## config.mk

```make
export PLATFORM = sky130hd
export DESIGN_NAME = timer_scheduler
export DESIGN_NICKNAME = d
export VERILOG_FILES = /design/src/rtl/timer_scheduler.sv
export SDC_FILE = /design/constraint.sdc
export NUM_CORES = 1
export LEC_CHECK = 0
export CORE_MARGIN = 5
export CORE_UTILIZATION = 45
export CTS_CLUSTER_SIZE = 12
export DETAILED_ROUTE_END_ITERATION = 16
export PLACE_DENSITY = 0.91
export SYNTH_ARGS = -nofsm -noshare
export SYNTH_HDL_FRONTEND = slang
export SYNTH_SLANG_ARGS = --single-unit
```

## constraint.sdc

```tcl
create_clock -name clk -period 4.8 [get_ports clk]
set_input_delay 0.96 -clock clk [delete_from_list [all_inputs] [get_ports clk]]
set_output_delay 0.96 -clock clk [all_outputs]
set_load 0.05 [all_outputs]
```

## src/rtl/timer_scheduler.sv

```systemverilog
// timer_scheduler: one countdown timer shared round-robin among N requesters.
// Define TIMER_SCHED_ABORT_EN to let the owner cancel its countdown by dropping req.
module timer_scheduler #(
   parameter int N = 4,
   parameter int W = 16
) (
   input  logic                 clk,
   input  logic                 reset_n,
   input  logic [N-1:0]         req,
   input  logic [N*W-1:0]       req_cycles,
   output logic [N-1:0]         grant,
   output logic [N-1:0]         done,
   output logic [$clog2(N)-1:0] active_id,
   output logic [W-1:0]         remaining,
   output logic                 busy
);
   localparam int AW = $clog2(N);

   typedef enum logic [1:0] {IDLE, COUNT, DONE} state_e;

   state_e        state_q, state_d;
   logic [W-1:0]  cnt_q, cnt_d;
   logic [AW-1:0] rr_q, rr_d;
   logic [AW-1:0] id_q, id_d;
   logic [N-1:0]  grant_q, grant_d;
   logic [AW-1:0] win, idx, id_nxt;
   logic [W-1:0]  win_cycles;
   logic          found;
   logic          abort;

   // Scan requesters starting at the round-robin pointer.
   always_comb begin
      win   = '0;
      idx   = '0;
      found = 1'b0;
      for (int i = 0; i < N; i++) begin
         idx = AW'((int'(rr_q) + i) % N);
         if (!found && req[idx]) begin
            found = 1'b1;
            win   = idx;
         end
      end
   end

   always_comb begin
      win_cycles = '0;
      for (int i = 0; i < N; i++) begin
         if (AW'(i) == win) win_cycles = req_cycles[i*W +: W];
      end
   end

   assign id_nxt = (id_q == AW'(N - 1)) ? '0 : id_q + 1'b1;

`ifdef TIMER_SCHED_ABORT_EN
   assign abort = (state_q == COUNT) && !req[id_q];
`else
   assign abort = 1'b0;
`endif

   always_comb begin
      state_d = state_q;
      cnt_d   = cnt_q;
      rr_d    = rr_q;
      id_d    = id_q;
      grant_d = grant_q;
      unique case (state_q)
         IDLE: begin
            if (found) begin
               grant_d      = '0;
               grant_d[win] = 1'b1;
               id_d         = win;
               cnt_d        = win_cycles;
               state_d      = (win_cycles == '0) ? DONE : COUNT;
            end
         end
         COUNT: begin
            if (abort) begin
               state_d = IDLE;
               grant_d = '0;
               id_d    = '0;
               cnt_d   = '0;
               rr_d    = id_nxt;
            end else if (cnt_q <= W'(1)) begin
               cnt_d   = '0;
               state_d = DONE;
            end else begin
               cnt_d = cnt_q - 1'b1;
            end
         end
         DONE: begin
            state_d = IDLE;
            grant_d = '0;
            id_d    = '0;
            rr_d    = id_nxt;
         end
         default: state_d = IDLE;
      endcase
   end

   always_ff @(posedge clk) begin
      if (!reset_n) begin
         state_q <= IDLE;
         cnt_q   <= '0;
         rr_q    <= '0;
         id_q    <= '0;
         grant_q <= '0;
      end else begin
         state_q <= state_d;
         cnt_q   <= cnt_d;
         rr_q    <= rr_d;
         id_q    <= id_d;
         grant_q <= grant_d;
      end
   end

   assign grant     = grant_q;
   assign done      = (state_q == DONE) ? grant_q : '0;
   assign active_id = id_q;
   assign remaining = cnt_q;
   assign busy      = (state_q != IDLE);

endmodule

```

==> results of run 1 <==
==> worst max-delay path, delay by kind of cell <==
| kind | cells | cell delay (ps) |
|---|---|---|
| buf+inv | 2 | 1030 |
| simple gates | 3 | 720 |
| mux | 3 | 590 |
| compound gates | 2 | 410 |
==> cells in the final DEF, fill, tap and decap left out, types with 6 or more instances in the layout <==
cell type / instances
o21ai_0: 11
a22oi_1: 8
a21oi_1: 16
dfxtp_1: 26
and2_1: 6
clkdlybuf4s50_1: 96
nor3_1: 10
nor2_1: 39
nor4_1: 11
inv_1: 6
mux2i_1: 50
nand2_1: 7
==> area by class of cell <==
cell class / instances / area [sq um]
multi-input combinational: 203 / 1420
fill: 360 / 1340
timing repair buffer: 98 / 976
sequential: 26 / 520
tap: 52 / 65.1
clock buffer: 3 / 41.3
clock inverter: 1 / 30.0
inverter: 7 / 26.3
==> kinds of logic (layout without fill, tap and decap cells) <==
group	after synthesis	count (layout)
buffers and inverters	25	109
XOR/XNOR	4	4
flip-flops	26	26
adder cells (fa/ha/maj)	3	3
AO/OA/AOI/OAI	62	62
multiplexers	50	50
AND/OR/NAND/NOR	84	84
==> per-layer routing <==
layer	vias up	routed length, um
li1	1109	-
met1	1109	2500
met2	102	3360
met3	15	558
met4	0	144
met5	-	0
==> stage by stage <==
step | instance area (sq um) | hold WS, ps | setup slack [ps] | util, % | instances
CTS | 3080 | 502 | 1280 | 69.7 | 390
detailed placement | 3000 | 489 | 1010 | 68.1 | 386
floorplan | 2070 | 542 | 2110 | - | 254
finish | 3080 | 496 | 1310 | 69.7 | 390
global route | 3080 | 540 | 1120 | 69.7 | 390
global placement | 3000 | 486 | 1130 | 68.1 | 386
==> power by group through the flow <==
| stage | Sequential [W] | Clock (W) | Combinational [W] |
|---|---|---|---|
| 2_1_floorplan | 0.000614 | 0 | 0.000599 |
| 3_3_place_gp | 0.000406 | 0 | 0.00111 |
| 3_5_place_dp | 0.000411 | 0 | 0.00112 |
| 4_1_cts | 0.000407 | 0.000184 | 0.00114 |
| 5_1_grt | 0.000424 | 0.000194 | 0.00123 |
| 6_report | 0.000412 | 0.000182 | 0.00114 |
==> worst min-delay path by stage <==
stage / start / to / slack, ps / depth (start not counted)
2_1_floorplan: rr_q[1] / rr_q[1] / 540 / 2
5_1_grt: remaining[15] / remaining[15] / 540 / 2
3_5_place_dp: remaining[15] / remaining[15] / 490 / 2
6_report: remaining[15] / remaining[15] / 500 / 2
3_3_place_gp: remaining[15] / remaining[15] / 490 / 2
4_1_cts: remaining[15] / remaining[15] / 500 / 2
==> flip-flops by register name (all words and copies together) (netlist names) <==
signal     count
active_id      2
rr_q           2
remaining     16
state_q        2
grant          4
==> flow_summary.toml, run 1 <==
[run_status]
status = "completed"

[worst_setup_path]
critPathSlowestCell = "clkdlybuf4s50_1"
r2r_setup_slack_ps = 1990
r2r-end = "state_q[1]"
regToRegStartpoint = "rr_q[1]"
start_kind = "primary input"
worstSetupPathType = "primary input to flip-flop"
slowest_delay_ps = 530
reg2regPathDepth = 9
cp-endpoint = "state_q[1]"
cp.required_ps = 5020
worstSetupStartpoint = "req[0]"
crit_top_cell = "mux2i_1"
end_kind = "flip-flop"
cp.arrival_ps = 3710
cp_cell_sequence = "clkdlybuf4s50_1 -> mux2i_1 -> nor2_1 -> a311oi_4 -> buf_4 -> mux2i_1 -> mux2i_1 -> nor4_1 -> and4_1 -> o2111a_1"
cp_max_fo = 37

[die]
ios = 97
die_h_um = 77.8
core_area_sq_um = 4410
row_count = 24
dieArea_sq_um = 6050
start_util_pct = 46.8
dieWidth_um = 77.8

[global_routing]
busiest_layer = "met2"
met1_usage_pct = 23.9
grt_pass1_vias = 2202
grt.total_usage_pct = 20.4
globalRouteMet3Util_pct = 4.98
grt.overflow.total = 0
grt_max_degree = 38
grt_antenna_before_repair = 0
grt_util_met2_pct = 37.4
grt_pass1_wl_um = 10400

[sta]
fin_skew_ps = 1.70
fin_crit_ps = 3490
setup_viol = 0
slew_violations = 0
max_freq_mhz = 286
finalHoldViolations = 0
worst_pin_slew_ps = 976
finalCritPeriodShare_pct = 72.7
fin_tns_setup_ps = 0
slew_headroom_pct = 34.3
grt_setup_unrepaired = "no"

[logic_synthesis]
synth_edf_count = 0
synth_warnings = 0
synth_seq_cells = 26
synthesis.instances = 254
seq_area_frac_synth_pct = 25.2
ys.flop_type = "dfxtp_1"
synthMostInstantiatedCell = "mux2i_1"
synthMuxAreaShare_pct = 24.2
synthTopCellsByArea = "dfxtp_1 25%, mux2i_1 24%, nor2_1 7.1%, a21oi_1 3.9%, nor4_1 3.3%"
avgSynthCellArea_sq_um = 8.13
yosys.area.top_type_share_pct = 25.2
async_flop_share_pct = 0
ys_types = 43
synth.net_count = 327
syn-cell-area_sq_um = 2070
ys_top_cells_by_count = "50 x mux2i_1, 39 x nor2_1, 26 x dfxtp_1, 16 x a21oi_1, 12 x clkbuf_1"
synth_top_family_by_area = "multiplexers"
synth_top_area_cell = "dfxtp_1"
synthSimpleGateAreaFrac_pct = 19.3
synth_compound_area_share_pct = 20.7
synth-xor-area-share_pct = 1.70
synth_fa_ha_area_share_pct = 1.82

[clock_tree]
cts_buffers = 3
cts_resized = 0
cts_setup_buffers = 0
clk-insertion-delay-late_ps = 270
cts_root_buf = "clkbuf_8"
cts_tree = "yes"
clk_pin_slew_ps = 90
clockBufferDepth = 2
hold_buffers = 0
htreeDepth = 1
cts_num_sinks = 26

[place]
place_congestion = 0.880
numPortBuffers = 96
hpwlAfterDp_um = 5080

[route]
dr.pass1.iters = 4
routed_via_density = 5.99
post_drt_wl_per_cell_um = 16.8
drt_drc_violations_left = 0
drtAntennaViolNets = 0
wirelength_um = 6560
drtIter0Drc = 226
num_vias = 2335

[layout]
syn_to_final_growth_pct = 48.9
drive_gt1_share_pct = 3.25
nets = 412
antennaDiodeCount = 0

[worst_hold_path]
hold_path.class = "flip-flop to flip-flop"

[pwr]
p_total_w = 0.00174
seq_power_share_pct = 23.7
p_clk_share_pct = 10.5
leakagePower_nw = 1.20
p_sw_share_pct = 51.4
p_sw_w = 0.000893
p_per_area_nw_per_um2 = 565
ir_worst_vdd_v = 0.000505
power_frac_comb_pct = 65.8
intPower_w = 0.000846

[flow_run]
maxCapViolCount = 0
(Power assumes the default switching activity.)
==> run 2: changes to the inputs <==
--- a/config.mk
+++ b/config.mk
@@ -6,10 +6,10 @@
 export NUM_CORES = 1
 export LEC_CHECK = 0
 export CORE_MARGIN = 5
-export CORE_UTILIZATION = 45
+export CORE_UTILIZATION = 38
 export CTS_CLUSTER_SIZE = 12
 export DETAILED_ROUTE_END_ITERATION = 16
-export PLACE_DENSITY = 0.91
+export PLACE_DENSITY = 0.82
 export SYNTH_ARGS = -nofsm -noshare
 export SYNTH_HDL_FRONTEND = slang
 export SYNTH_SLANG_ARGS = --single-unit
==> constraint.sdc (replaced) <==
create_clock -name clk -period 2.9 [get_ports clk]
set_input_delay 0.58 -clock clk [delete_from_list [all_inputs] [get_ports clk]]
set_output_delay 0.58 -clock clk [all_outputs]
set_load 0.05 [all_outputs]
==> flow_summary.toml, run 2 (synthesized netlist as in run 1, its figures left out) <==
[run_status]
status = "completed"

[sta]
finalHoldViolations = 0
fin_crit_ps = 2750
finalCritPeriodShare_pct = 94.9
holdWs_ps = 497
setup_viol = 0
worst_pin_slew_ps = 536
slew_violations = 0
slew_headroom_pct = 63.9
max_freq_mhz = 364
fin_skew_ps = 6.68

[global_routing]
grt.overflow.total = 0
grt_pass1_wl_um = 11900
grt_antenna_before_repair = 0
grt_pass1_vias = 2359
grt.total_usage_pct = 20.4
grt_max_degree = 32

[worst_setup_path]
cp.arrival_ps = 2970
start_kind = "primary input"
cp_cell_sequence = "clkdlybuf4s50_1 -> a21oi_1 -> a311oi_4 -> buf_4 -> clkbuf_16 -> mux2i_1 -> mux2i_1 -> nor4_1 -> and4_1 -> o2111a_1"
cp.required_ps = 3120
r2r-end = "state_q[1]"
end_kind = "flip-flop"
reg2regPathDepth = 10
cp_top_family = "buffers and inverters"
worstSetupPathType = "primary input to flip-flop"
critPathSlowestCell = "clkdlybuf4s50_1"
critPathBufInv = 3
regToRegStartpoint = "rr_q[1]"
slowest_delay_ps = 540
cp_max_fo = 15
crit_top_cell = "mux2i_1"
r2r_setup_slack_ps = 360

[route]
wirelength_um = 7370
wl_met2_um = 3720
drtAntennaViolNets = 0
met3WireLength_um = 430
drt_drc_violations_left = 0
num_vias = 2425
drtIter0Drc = 234
wl_met1_um = 3060
post_drt_wl_per_cell_um = 17.1
top_layer = "met4"
routed_via_density = 5.64
dr.pass1.iters = 4

[layout]
largest_reg_flops = 16
drive_gt1_share_pct = 9.72
nets = 435
layout_common_cells = "96 x clkdlybuf4s50_1, 49 x mux2i_1, 39 x nor2_1"
syn_to_final_growth_pct = 59.4
layout_commonest_cell = "clkdlybuf4s50_1"
fin_area_sq_um = 3290
utilization_pct = 63.3
antennaDiodeCount = 0

[clock_tree]
cts_root_buf = "clkbuf_8"
cts_buffers = 3
clockBufferDepth = 2
clk-insertion-delay-late_ps = 270
htreeDepth = 1
clk_pin_slew_ps = 90
cts_tree = "yes"
cts_num_sinks = 26
hold_buffers = 0

[place]
place_congestion = 0.962
placed_area_sq_um = 3210
numPortBuffers = 96
hpwlAfterDp_um = 5780

[pwr]
ir_worst_vdd_v = 0.000837
p_per_area_nw_per_um2 = 879
leakagePower_nw = 1.31

[die]
row_count = 26
ios = 97
die_h_um = 83.7
core_area_sq_um = 5200
start_util_pct = 39.7
dieArea_sq_um = 7010
dieWidth_um = 83.7

[flow_run]
maxCapViolCount = 0

[worst_hold_path]
holdPathEnd = "remaining[15]"
hold_depth = 2
holdCritStartpoint = "remaining[15]"
hold_path.class = "flip-flop to flip-flop"
## run 2: worst max-delay path by stage
stage,slack [ps],endpoint,cells after the start,from
after floorplan,590,state_q[1],10,req[2]
after global placement,-110,state_q[1],10,req[2]
after detailed placement,-220,state_q[1],10,req[2]
after CTS,40,state_q[1],10,req[2]
after global routing,-40,state_q[1],10,req[1]
final,150,state_q[1],10,req[1]
## run 2: layout make-up
class / count / area, sq um
clock buffers: 3 / 41.3
fillers: 476 / 1910
inverters: 7 / 26.3
multi-input cells: 203 / 1430
flip-flops and latches: 26 / 520
well taps: 70 / 87.6
repair buffers: 121 / 1190
## run 2: worst min-delay path: stages, from the launching register on
cell	delay, ps
dfxtp_1	330
o21ai_0	70
a21oi_1	60
## run 2: through the flow
stage	cells	total power, W	TNS, ps	setup WS (ps)
6_report	430	0.00289	0	149
5_1_grt	430	0.00310	-47.4	-41.7
4_1_cts	428	0.00286	0	38.8
3_5_place_dp	425	0.00265	-561	-225
3_3_place_gp	425	0.00262	-270	-106
2_1_floorplan	254	0.00201	0	591
## run 2: timing repair
item	in CTS	in global routing
gates resized for setup	0	2
setup endpoints to repair	0	2
setup buffers	0	1
## run 2: per-layer routing
metal,vias to the layer above,global-route usage [%]
met3,17,4.34
met1,1150,25.8
li1,1159,-
met5,-,0
met2,99,35.9
met4,0,3.36
## run 2: where the power goes
group	internal, W	switching, W	leakage, nW
Combinational	0.000826	0.00121	1.07
Clock	0.0000932	0.000112	0.0216
Sequential	0.000489	0.000161	0.214
Total	0.00141	0.00148	1.31
==> patch 1, RTL diff (flow settings as in run 1) <==
Encoding of `state_e`: now one-hot (3 bits for 3 states).
--- a/src/rtl/timer_scheduler.sv
+++ b/src/rtl/timer_scheduler.sv
@@ -17,5 +17,5 @@
    localparam int AW = $clog2(N);
 
-   typedef enum logic [1:0] {IDLE, COUNT, DONE} state_e;
+   typedef enum logic [2:0] {IDLE = 3'b001, COUNT = 3'b010, DONE = 3'b100} state_e;
 
    state_e        state_q, state_d;
Behaviour: no difference found for any inputs over 4 cycles, from zero or initial values and one cycle with reset_n low; so few cycles prove little.
==> patch 1 against run 1 <==
Via count grew 2.0%; power shrank 31%; setup slack gained 0.19 ns; critical path depth is the same; final cell count grew 1.0%; synthesized cell count shrank 0.79%; die area grew 2.9%; routed wire length grew 6.9%; non-clock buffer count grew 1; sequential cell count grew 1; final area grew 2.1%; area after synthesis grew 3.3%; critical endpoint unchanged; largest power group unchanged; highest routed layer unchanged.
==> patch 1: results (changes against run 1) <==
| Metric | Value |
|---|---|
| Share of layout cells above drive strength 1 | 10.29% (was 3.254%) |
| DP Cell Count | 390 (was 386) |
| DR WL/cell | 17.80 µm (was 16.83 µm) |
| Synth-to-layout area growth | 47.07% (was 48.88%) |
| Met1 wire length | 2.908 mm (was 2.499 mm) |
| Logic power comb | 0.730 mW (was 1.14 mW) |
| Dpl cell area | 0.003093 mm² (was 0.003004 mm²) |
| Fillcell total | 371 (was 360) |
| Vias | 2381 (was 2335) |
| Status | finished, final reports clean (unchanged) |
| Pwr Density | 380.8 mW/mm² (was 565.4 mW/mm²) |
| CP max FO | 36 (was 37) |
| Synth cell types | 49 (was 43) |
| DRC marker count from the first detailed-route iteration | 171 (was 226) |
| Mux contribution to synthesized area | 23.86% (was 24.23%) |
| Reg2reg end | remaining[8] (was state_q[1]) |
| NetSw | 0.5749 mW (was 0.8932 mW) |
| WL met3 | 837 µm (was 558 µm) |
| Post-synthesis compound-gate area fraction | 21.28% (was 20.65%) |
| Post-synthesis xor/xnor area fraction | 1.641% (was 1.696%) |
| Seq group | 0.335 mW (was 0.412 mW) |
| Worst EP arrival | 3.44 ns (was 3.71 ns) |
| Worst hold slack | 0.5202 ns (was 0.4959 ns) |
| Worst r2r path cells | 8 (was 9) |
| GR Util met3 | 4.308% (was 4.977%) |
| Final WL | 7.015 mm (was 6.563 mm) |
| Top post-synthesis cells by area | dfxtp_1 25%, mux2i_1 16%, mux2_2 7.9% (was dfxtp_1 25%, mux2i_1 24%, nor2_1 7.1%) |
| Met2 usage | 35.91% (was 37.40%) |
| Vias in the first global route | 2296 (was 2202) |
| Hold_sp | active_id[0] (was remaining[15]) |
| Reg-to-reg setup timing slack | 2.21 ns (was 1.99 ns) |
| GPL Wtd Cong | 0.8609 (was 0.8798) |
| Slew HR | 50.35% (was 34.33%) |
==> patch 1: cell types whose count changed after synthesis, sizes merged, moves of 4 or more <==
cell	run 1	this run
mux2i	50	34
mux2	0	15
and3	0	7
nor2	39	32
nor4	11	4
and2	6	1
a21oi	16	12
a221oi	4	0
clkbuf	12	8
nand2	7	11
o32ai	0	4
xnor2	0	4
xor2	4	0
==> patch 1: layout make-up <==
type	count	area share, %
multi-input cells	202	46.87
repair buffers	99	31.33
flip-flops and latches	27	17.22
well taps	54	2.152
clock buffers	3	1.315
inverters	8	0.9566
clock inverters	1	0.1594
==> patch 1: tightest hold or removal path, stage by stage (launching register included) <==
cell and delay (ns):
dfxtp_1 0.35, nand3_1 0.07, a21oi_1 0.06
==> patch 1: cells by family (layout without fill, tap and decap cells) <==
logic type | count (synthesis) | count (layout)
flops | 27 | 27
simple gates | 83 | 83
buf+inv | 23 | 111
mux | 49 | 49
compound gates | 63 | 63
xor+xnor | 4 | 4
fa+ha+maj | 3 | 3
==> patch 2, RTL diff (flow settings as in run 1) <==
Without the edit above. Build with the macro `TIMER_SCHED_ABORT_EN` defined.
--- a/src/rtl/timer_scheduler.sv
+++ b/src/rtl/timer_scheduler.sv
@@ -1,4 +1,6 @@
 // timer_scheduler: one countdown timer shared round-robin among N requesters.
 // Define TIMER_SCHED_ABORT_EN to let the owner cancel its countdown by dropping req.
+`define TIMER_SCHED_ABORT_EN
+
 module timer_scheduler #(
    parameter int N = 4,
Check against the original RTL: not equivalent (a bounded check fails within 4 cycles, from zero or initial values and one cycle with reset_n low).
==> patch 2 against run 1 <==
Routed wire length rose by 19%; power is 16% higher; final area grew 9.4%; area after synthesis increased by 14%; sequential cell count unchanged; via count increased by 7.2%; setup slack lost 0.00065 ns; maximum frequency about the same; non-clock buffer count grew 1; critical endpoint unchanged.
==> patch 2: results (changes against run 1) <==
| Metric | Value |
|---|---|
| Status | finished, final reports clean (unchanged) |
| Pin count of the biggest net entering global routing | 33 (was 38) |
| Reg-to-reg setup timing slack | 2.05 ns (was 1.99 ns) |
| Top post-synthesis cells by area | dfxtp_1 22%, mux2i_1 15%, mux2_2 7.7% (was dfxtp_1 25%, mux2i_1 24%, nor2_1 7.1%) |
| Power Clock | 0.186 mW (was 0.182 mW) |
| Vias per Instance | 5.778 (was 5.987) |
| GPL Wtd Cong | 0.8796 (was 0.8798) |
| Vias in the first global route | 2456 (was 2202) |
| Post-synthesis xor/xnor area fraction | 0% (was 1.696%) |
| First-pass GRT wire length | 11.91 mm (was 10.43 mm) |
| Leakage | 1.270 nW (was 1.197 nW) |
| Dpl cell area | 0.003294 mm² (was 0.003004 mm²) |
| Combinational share of power | 70.3% (was 65.8%) |
| Post-synthesis compound-gate area fraction | 21.15% (was 20.65%) |
| First-pass DRT Iterations | 5 (was 4) |
| Mux contribution to synthesized area | 24.44% (was 24.23%) |
| Syn_nets | 355 (was 327) |
| Share of layout cells above drive strength 1 | 9.366% (was 3.254%) |
| Clock skew | 0.001374 ns (was 0.001701 ns) |
| Switch share | 51.68% (was 51.36%) |
| Worst EP arrival | 3.72 ns (was 3.71 ns) |
| CP max FO | 17 (was 37) |
| Final Net Count | 441 (was 412) |
| HPWL after DPL | 6.090 mm (was 5.081 mm) |
| Maximum vdd drop | 0.3995 mV (was 0.5055 mV) |
| Synth cell types | 50 (was 43) |
## patch 2: changes by cell type after synthesis, moves of 7 or more
cell,change
a22oi_1,-8
and2_1,+12
mux2_2,+16
mux2i_1,-15
nand2_1,+10
nor2_1,-15
nor3_1,-7
nor4_1,-8
o21ai_1,+22
## patch 2: metrics by stage
step	hold WS (ns)	instances	utilization (%)	total power, mW	setup WS, ns
2_1_floorplan	0.4836	278	-	1.426	2.236
3_3_place_gp	0.4561	429	64.50	1.763	1.169
3_5_place_dp	0.4649	429	64.50	1.795	1.038
4_1_cts	0.4837	433	65.90	1.994	1.315
5_1_grt	0.5057	433	65.90	2.128	1.077
6_report	0.4759	433	65.90	2.013	1.308
## patch 2: layout make-up
class / instances / area [µm²]
clock buffers: 3 / 41.29
repair buffers: 99 / 983.4
clock inverters: 1 / 30.03
multi-input cells: 224 / 1665
fillers: 411 / 1742
inverters: 10 / 37.54
well taps: 70 / 87.58
flip-flops and latches: 26 / 520.5
## patch 2: how the worst max path moves through the flow
stage	startpoint	endpoint	slack, ns	depth (start not counted)
after floorplan	req[0]	state_q[1]	2.24	10
after global placement	req[0]	state_q[1]	1.17	9
after detailed placement	req[0]	state_q[0]	1.04	10
after CTS	req[0]	state_q[1]	1.32	10
after global routing	req[0]	state_q[1]	1.08	10
final	req[1]	state_q[1]	1.31	10
## patch 2: kinds of logic (layout without fill, tap and decap cells)
group / count (synthesis) / in the layout
and+or+nand+nor: 91 / 91
DFF: 26 / 26
buffers and inverters: 28 / 113
AOI/OAI and AO/OA: 73 / 73
muxes: 53 / 53
adders and majority gates: 7 / 7
## patch 2: layer usage
metal | wire [µm] | global-route usage (%)
met4 | 255 | 8.472
met2 | 3680 | 39.74
met3 | 908 | 5.531
met1 | 2994 | 26.04
met5 | 0 | 0
